--- config.mk ---
export PLATFORM = sky130hd
export DESIGN_NAME = bus_force_ctrl
export DESIGN_NICKNAME = d
export VERILOG_FILES = /design/src/rtl/bus_force_ctrl.sv
export SDC_FILE = /design/constraint.sdc
export NUM_CORES = 1
export LEC_CHECK = 0
export BUFFER_PORTS_ARGS = -buffer_cell sky130_fd_sc_hd__buf_2
export CAP_MARGIN = 25
export CORE_MARGIN = 3
export CORE_UTILIZATION = 45
export CTS_BUF_LIST = sky130_fd_sc_hd__clkbuf_8 sky130_fd_sc_hd__clkbuf_16
export DETAILED_ROUTE_END_ITERATION = 10
export PLACE_DENSITY = 0.83
export SLEW_MARGIN = 40
export SYNTH_ARGS = -nofsm -noshare
export SYNTH_HDL_FRONTEND = slang
export SYNTH_SLANG_ARGS = --single-unit
--- constraint.sdc ---
create_clock -name clk -period 1.5 [get_ports clk]
set_input_delay 0.3 -clock clk [delete_from_list [all_inputs] [get_ports clk]]
set_output_delay 0.3 -clock clk [all_outputs]
set_load 0.02 [all_outputs]
--- src/rtl/bus_force_ctrl.sv ---
// Bus force/release controller: round-robin arbitrated force ops over a WIDTH-bit bus.
// Optional FORCE_CTRL_HOLD_ON_RELEASE_EN keeps released bits on their forced value until in_we.
module bus_force_ctrl #(
  parameter int WIDTH = 4,
  parameter int NREQ  = 2
) (
  input  logic                  clk,
  input  logic                  rst_n,
  input  logic [WIDTH-1:0]      in_data,
  input  logic                  in_we,
  input  logic [NREQ-1:0]       req,
  input  logic [NREQ-1:0]       req_rel,
  input  logic [NREQ*WIDTH-1:0] req_mask,
  input  logic [NREQ*WIDTH-1:0] req_val,
  output logic [NREQ-1:0]       gnt,
  output logic [WIDTH-1:0]      bus_out,
  output logic [WIDTH-1:0]      forced_mask,
  output logic                  busy
);
  localparam int PW = (NREQ > 1) ? $clog2(NREQ) : 1;

  typedef enum logic [1:0] {IDLE = 2'd0, APPLY = 2'd1, ACK = 2'd2} state_t;
  state_t state_q, state_d;

  logic [PW-1:0]    ptr_q, ptr_d, win_q, win_d, pick, cand;
  logic             found;
  logic             op_rel_q, op_rel_d;
  logic [WIDTH-1:0] op_mask_q, op_mask_d, op_val_q, op_val_d;
  logic [WIDTH-1:0] fmask_q, fmask_d, fval_q, fval_d, drive;

  // Round-robin search starting at the requester after the last winner
  always_comb begin
    found = 1'b0;
    pick  = '0;
    cand  = '0;
    for (int k = 0; k < NREQ; k++) begin
      cand = PW'((int'(ptr_q) + k) % NREQ);
      if (!found && req[cand]) begin
        found = 1'b1;
        pick  = cand;
      end
    end
  end

  always_ff @(posedge clk or negedge rst_n) begin
    if (!rst_n) state_q <= IDLE;
    else        state_q <= state_d;
  end

  always_comb begin
    state_d   = state_q;
    ptr_d     = ptr_q;
    win_d     = win_q;
    op_rel_d  = op_rel_q;
    op_mask_d = op_mask_q;
    op_val_d  = op_val_q;
    case (state_q)
      IDLE: if (found) begin
        state_d   = APPLY;
        win_d     = pick;
        op_rel_d  = req_rel[pick];
        op_mask_d = req_mask[int'(pick)*WIDTH +: WIDTH];
        op_val_d  = req_val[int'(pick)*WIDTH +: WIDTH];
      end
      APPLY: state_d = ACK;
      ACK: begin
        state_d = IDLE;
        ptr_d   = (win_q == PW'(NREQ-1)) ? '0 : win_q + 1'b1;
      end
      default: state_d = IDLE;
    endcase
  end

  always_comb begin
    busy = (state_q != IDLE);
    gnt  = '0;
    if (state_q == ACK) gnt[win_q] = 1'b1;
  end

  always_comb begin
    fmask_d = fmask_q;
    fval_d  = fval_q;
    if (state_q == APPLY) begin
      if (op_rel_q) begin
        fmask_d = fmask_q & ~op_mask_q;
      end else begin
        fmask_d = fmask_q | op_mask_q;
        fval_d  = (fval_q & ~op_mask_q) | (op_val_q & op_mask_q);
      end
    end
  end

  always_ff @(posedge clk or negedge rst_n) begin
    if (!rst_n) begin
      ptr_q     <= '0;
      win_q     <= '0;
      op_rel_q  <= 1'b0;
      op_mask_q <= '0;
      op_val_q  <= '0;
      fmask_q   <= '0;
      fval_q    <= '0;
    end else begin
      ptr_q     <= ptr_d;
      win_q     <= win_d;
      op_rel_q  <= op_rel_d;
      op_mask_q <= op_mask_d;
      op_val_q  <= op_val_d;
      fmask_q   <= fmask_d;
      fval_q    <= fval_d;
    end
  end

`ifdef FORCE_CTRL_HOLD_ON_RELEASE_EN
  logic [WIDTH-1:0] held_q, held_d;

  // in_we clears old holds first so a release on the same edge still latches
  always_comb begin
    held_d = in_we ? '0 : held_q;
    if (state_q == APPLY) begin
      if (op_rel_q) held_d = held_d | (op_mask_q & fmask_q);
      else          held_d = held_d & ~op_mask_q;
    end
  end

  always_ff @(posedge clk or negedge rst_n) begin
    if (!rst_n) held_q <= '0;
    else        held_q <= held_d;
  end

  assign drive = fmask_q | held_q;
`else
  logic unused_we;
  assign unused_we = in_we;
  assign drive     = fmask_q;
`endif

  assign forced_mask = fmask_q;
  assign bus_out     = (drive & fval_q) | (~drive & in_data);
endmodule

==> impl_metrics.csv <==
group,metric,value,unit
route,via_per_inst,5.59,
clock_network,htreeDepth,1,
die,io_pins,38,
sta,max_clock_freq,0.687,GHz
clock_network,cts.clk_slew.worst_paths,0.07,ns
route,ant_nets,0,
power,power_density,2060,mW/mm2
sta,finalHoldViolCount,0,
final_layout,layout-drive-gt1-share,0.391,
sta,skew,0.00376,ns
clock_network,cts-root-buf,"clkbuf_8",
setup_path,max_stage_delay,0.38,ns
grt,grt_pass1_vias,884,
die,fp.dieW,53.8,um
setup_path,critPathArrivalTime,1.16,ns
power,ir_drop,0.000865,V
sta,rsz0062_at_grt,"no",
clock_network,cts_setup_buffers,0,
route,dr.pass1.iters,4,
setup_path,crit_path_top_delay_cell,"dfrtp_1",
synthesis,yosysWarnings,0,
sta,finalMaxSlewViolations,0,
route,via_count,923,
placement,dp.cells,160,
clock_network,clockBufferDepth,2,
synthesis,synth.distinct_cells,20,
clock_network,cts_tree,"done",
placement,dpl_cell_area,0.00123,mm2
final_layout,finish.net_count,166,
setup_path,cp-end-kind,"primary output",
sta,finalCritPeriodShare,0.970,
route,detail_route.wl_per_cell,14.3,um
synthesis,syn_area,0.00103,mm2
clock_network,clkSinkCount,21,
clock_network,numCtsBuffers,3,
sta,worstMarginPinSlew,0.532,ns
hold_path,min_path_type,"in -> reg",
route,drt_iter0_drc,19,
die,die_height,53.8,um
synthesis,ys_seq_elements,21,
sta,tns,0,ns
power,fin_total_pwr,2.65,mW
final_layout,diodes,0,
route,drc,0,
grt,grt_max_degree,22,
die,die_area,0.00289,mm2
synthesis,syn_inst,100,
setup_path,required,1.20,ns
final_layout,fin_cells,165,
grt,grt_overflow,0,
grt,antenna_found_initial,0,
synthesis,avgSynthCellArea,10.3,um2
setup_path,crit_path_max_fanout,3,
setup_path,path_cells,"mux2_2 > buf_2",
final_layout,area_delta_synth_final,24.9,%
die,core,0.00206,mm2
job,maxCapViolations,0,
placement,place_congestion,0.814,
power,p_leak,0.619,nW
final_layout,final_area,0.00128,mm2
die,start_util,0.499,
grt,grt_pass1_wl,3.79,mm
grt,grt_use_total,0.185,
setup_path,crit_type,"reg -> out",
clock_network,clock_latency,0.26,ns
sta,setup-violations-final,0,
route,totalWireLength,2.35,mm
setup_path,crit_family,"flip-flops",
placement,place_hpwl,1.75,mm
placement,port_buffers,36,
outcome,outcome,"complete, no violations",
sta,max_slew_margin,0.644,
die,rows,16,
final_layout,final_util,0.623,
sta,period_minus_slack,1.46,ns
synthesis,seq_area_frac_synth,0.511,
setup_path,crit_buf_inv,1,
synthesis,syn_nets,127,
setup_path,worstSetupStartpointType,"flip-flop",
[area by class of cell]
| class | count | area [um2] |
|---|---|---|
| multi-input cells | 69 | 452 |
| repair buffers | 40 | 213 |
| well taps | 27 | 33.8 |
| clock buffers | 3 | 41.3 |
| fillers | 182 | 777 |
| clock inverters | 1 | 3.75 |
| flip-flops and latches | 21 | 527 |
| inverters | 4 | 15.0 |
[per-layer routing]
layer / share of wire / GRT usage / routed length (um)
met1: 0.40 / 0.227 / 944
met2: 0.50 / 0.292 / 1170
met3: 0.071 / 0.0305 / 168
met4: 0.031 / 0.132 / 72
met5: 0 / 0 / 0
[worst register-to-register path, stage by stage (launching register included)]
cell,delay (ns)
dfrtp_2,0.46
nor3b_4,0.33
nand2_1,0.12
mux2_4,0.30
[final timing paths]
check                                        from                 endpoint  slack [ns]  depth (start not counted)
setup reg to reg           state_q[1]$_DFFE_PN0P_                flip-flop        0.17                          3
hold reg to reg                         flip-flop                flip-flop        0.51                          1
max in group asynchronous                   rst_n   state_q[1]$_DFFE_PN0P_        0.65                          2
setup / recovery                        flip-flop               bus_out[0]        0.04                          2
hold / removal                         req_val[3]  op_val_q[3]$_DFFE_PN0P_        0.31                          3
min in group asynchronous                   rst_n                async pin        0.51                          2
[power breakdown]
group | switching (mW) | internal (mW)
combinational | 0.629 | 0.558
sequential | 0.243 | 0.856
clock | 0.183 | 0.183
[per-stage QoR]
step	setup WS, ns	hold slack [ns]
after floorplan	0.274	0.00441
after global placement	0.200	0.265
after detailed placement	0.170	0.279
after global routing	0.00472	0.316
after CTS	0.0342	0.307
final	0.0446	0.306
[cell usage after synthesis, drive strengths merged]
master | count | area [um2]
nand2 | 7 | 26.3
nor2b | 2 | 12.5
and2 | 1 | 8.76
nand3 | 10 | 50.1
buf | 3 | 27.5
nor2 | 2 | 7.51
nor3b | 1 | 18.8
a22o | 3 | 26.3
a21oi | 11 | 55.1
dfrtp | 21 | 526
o21ai | 10 | 50.1
or2 | 1 | 6.26
or2b | 1 | 7.51
a31oi | 10 | 62.6
clkbuf | 3 | 11.3
inv | 4 | 15.0
and3 | 2 | 12.5
mux2 | 8 | 105
[cells by family (layout without fill, tap and decap cells)]
family,count (synthesis),count (layout),synth area share
compound gates,34,34,0.189
buf+inv,10,48,0.0523
flops,21,21,0.511
mux,8,8,0.102
simple gates,27,27,0.146
[cells in the final DEF (no fill, tap or decap), types with 3 or more instances in the layout]
master    Yosys  layout
dfrtp_1      21      20
buf_2         1      36
inv_1         4       5
mux2_4        4       4
a21oi_1      11      11
nand3_1      10      10
a22o_1        3       3
mux2_2        4       4
nand2_1       7       7
o21ai_0      10      10
a31oi_1      10      10
buf_4         0       3
clkbuf_8      0       3
[timing repair]
action                                  4_1_cts  5_1_grt
hold buffers                                  1        0
gates resized for setup                       1        1
endpoints found under the setup margin        1        2
hold endpoints to repair                     21        0
(Power assumes the default switching activity.)
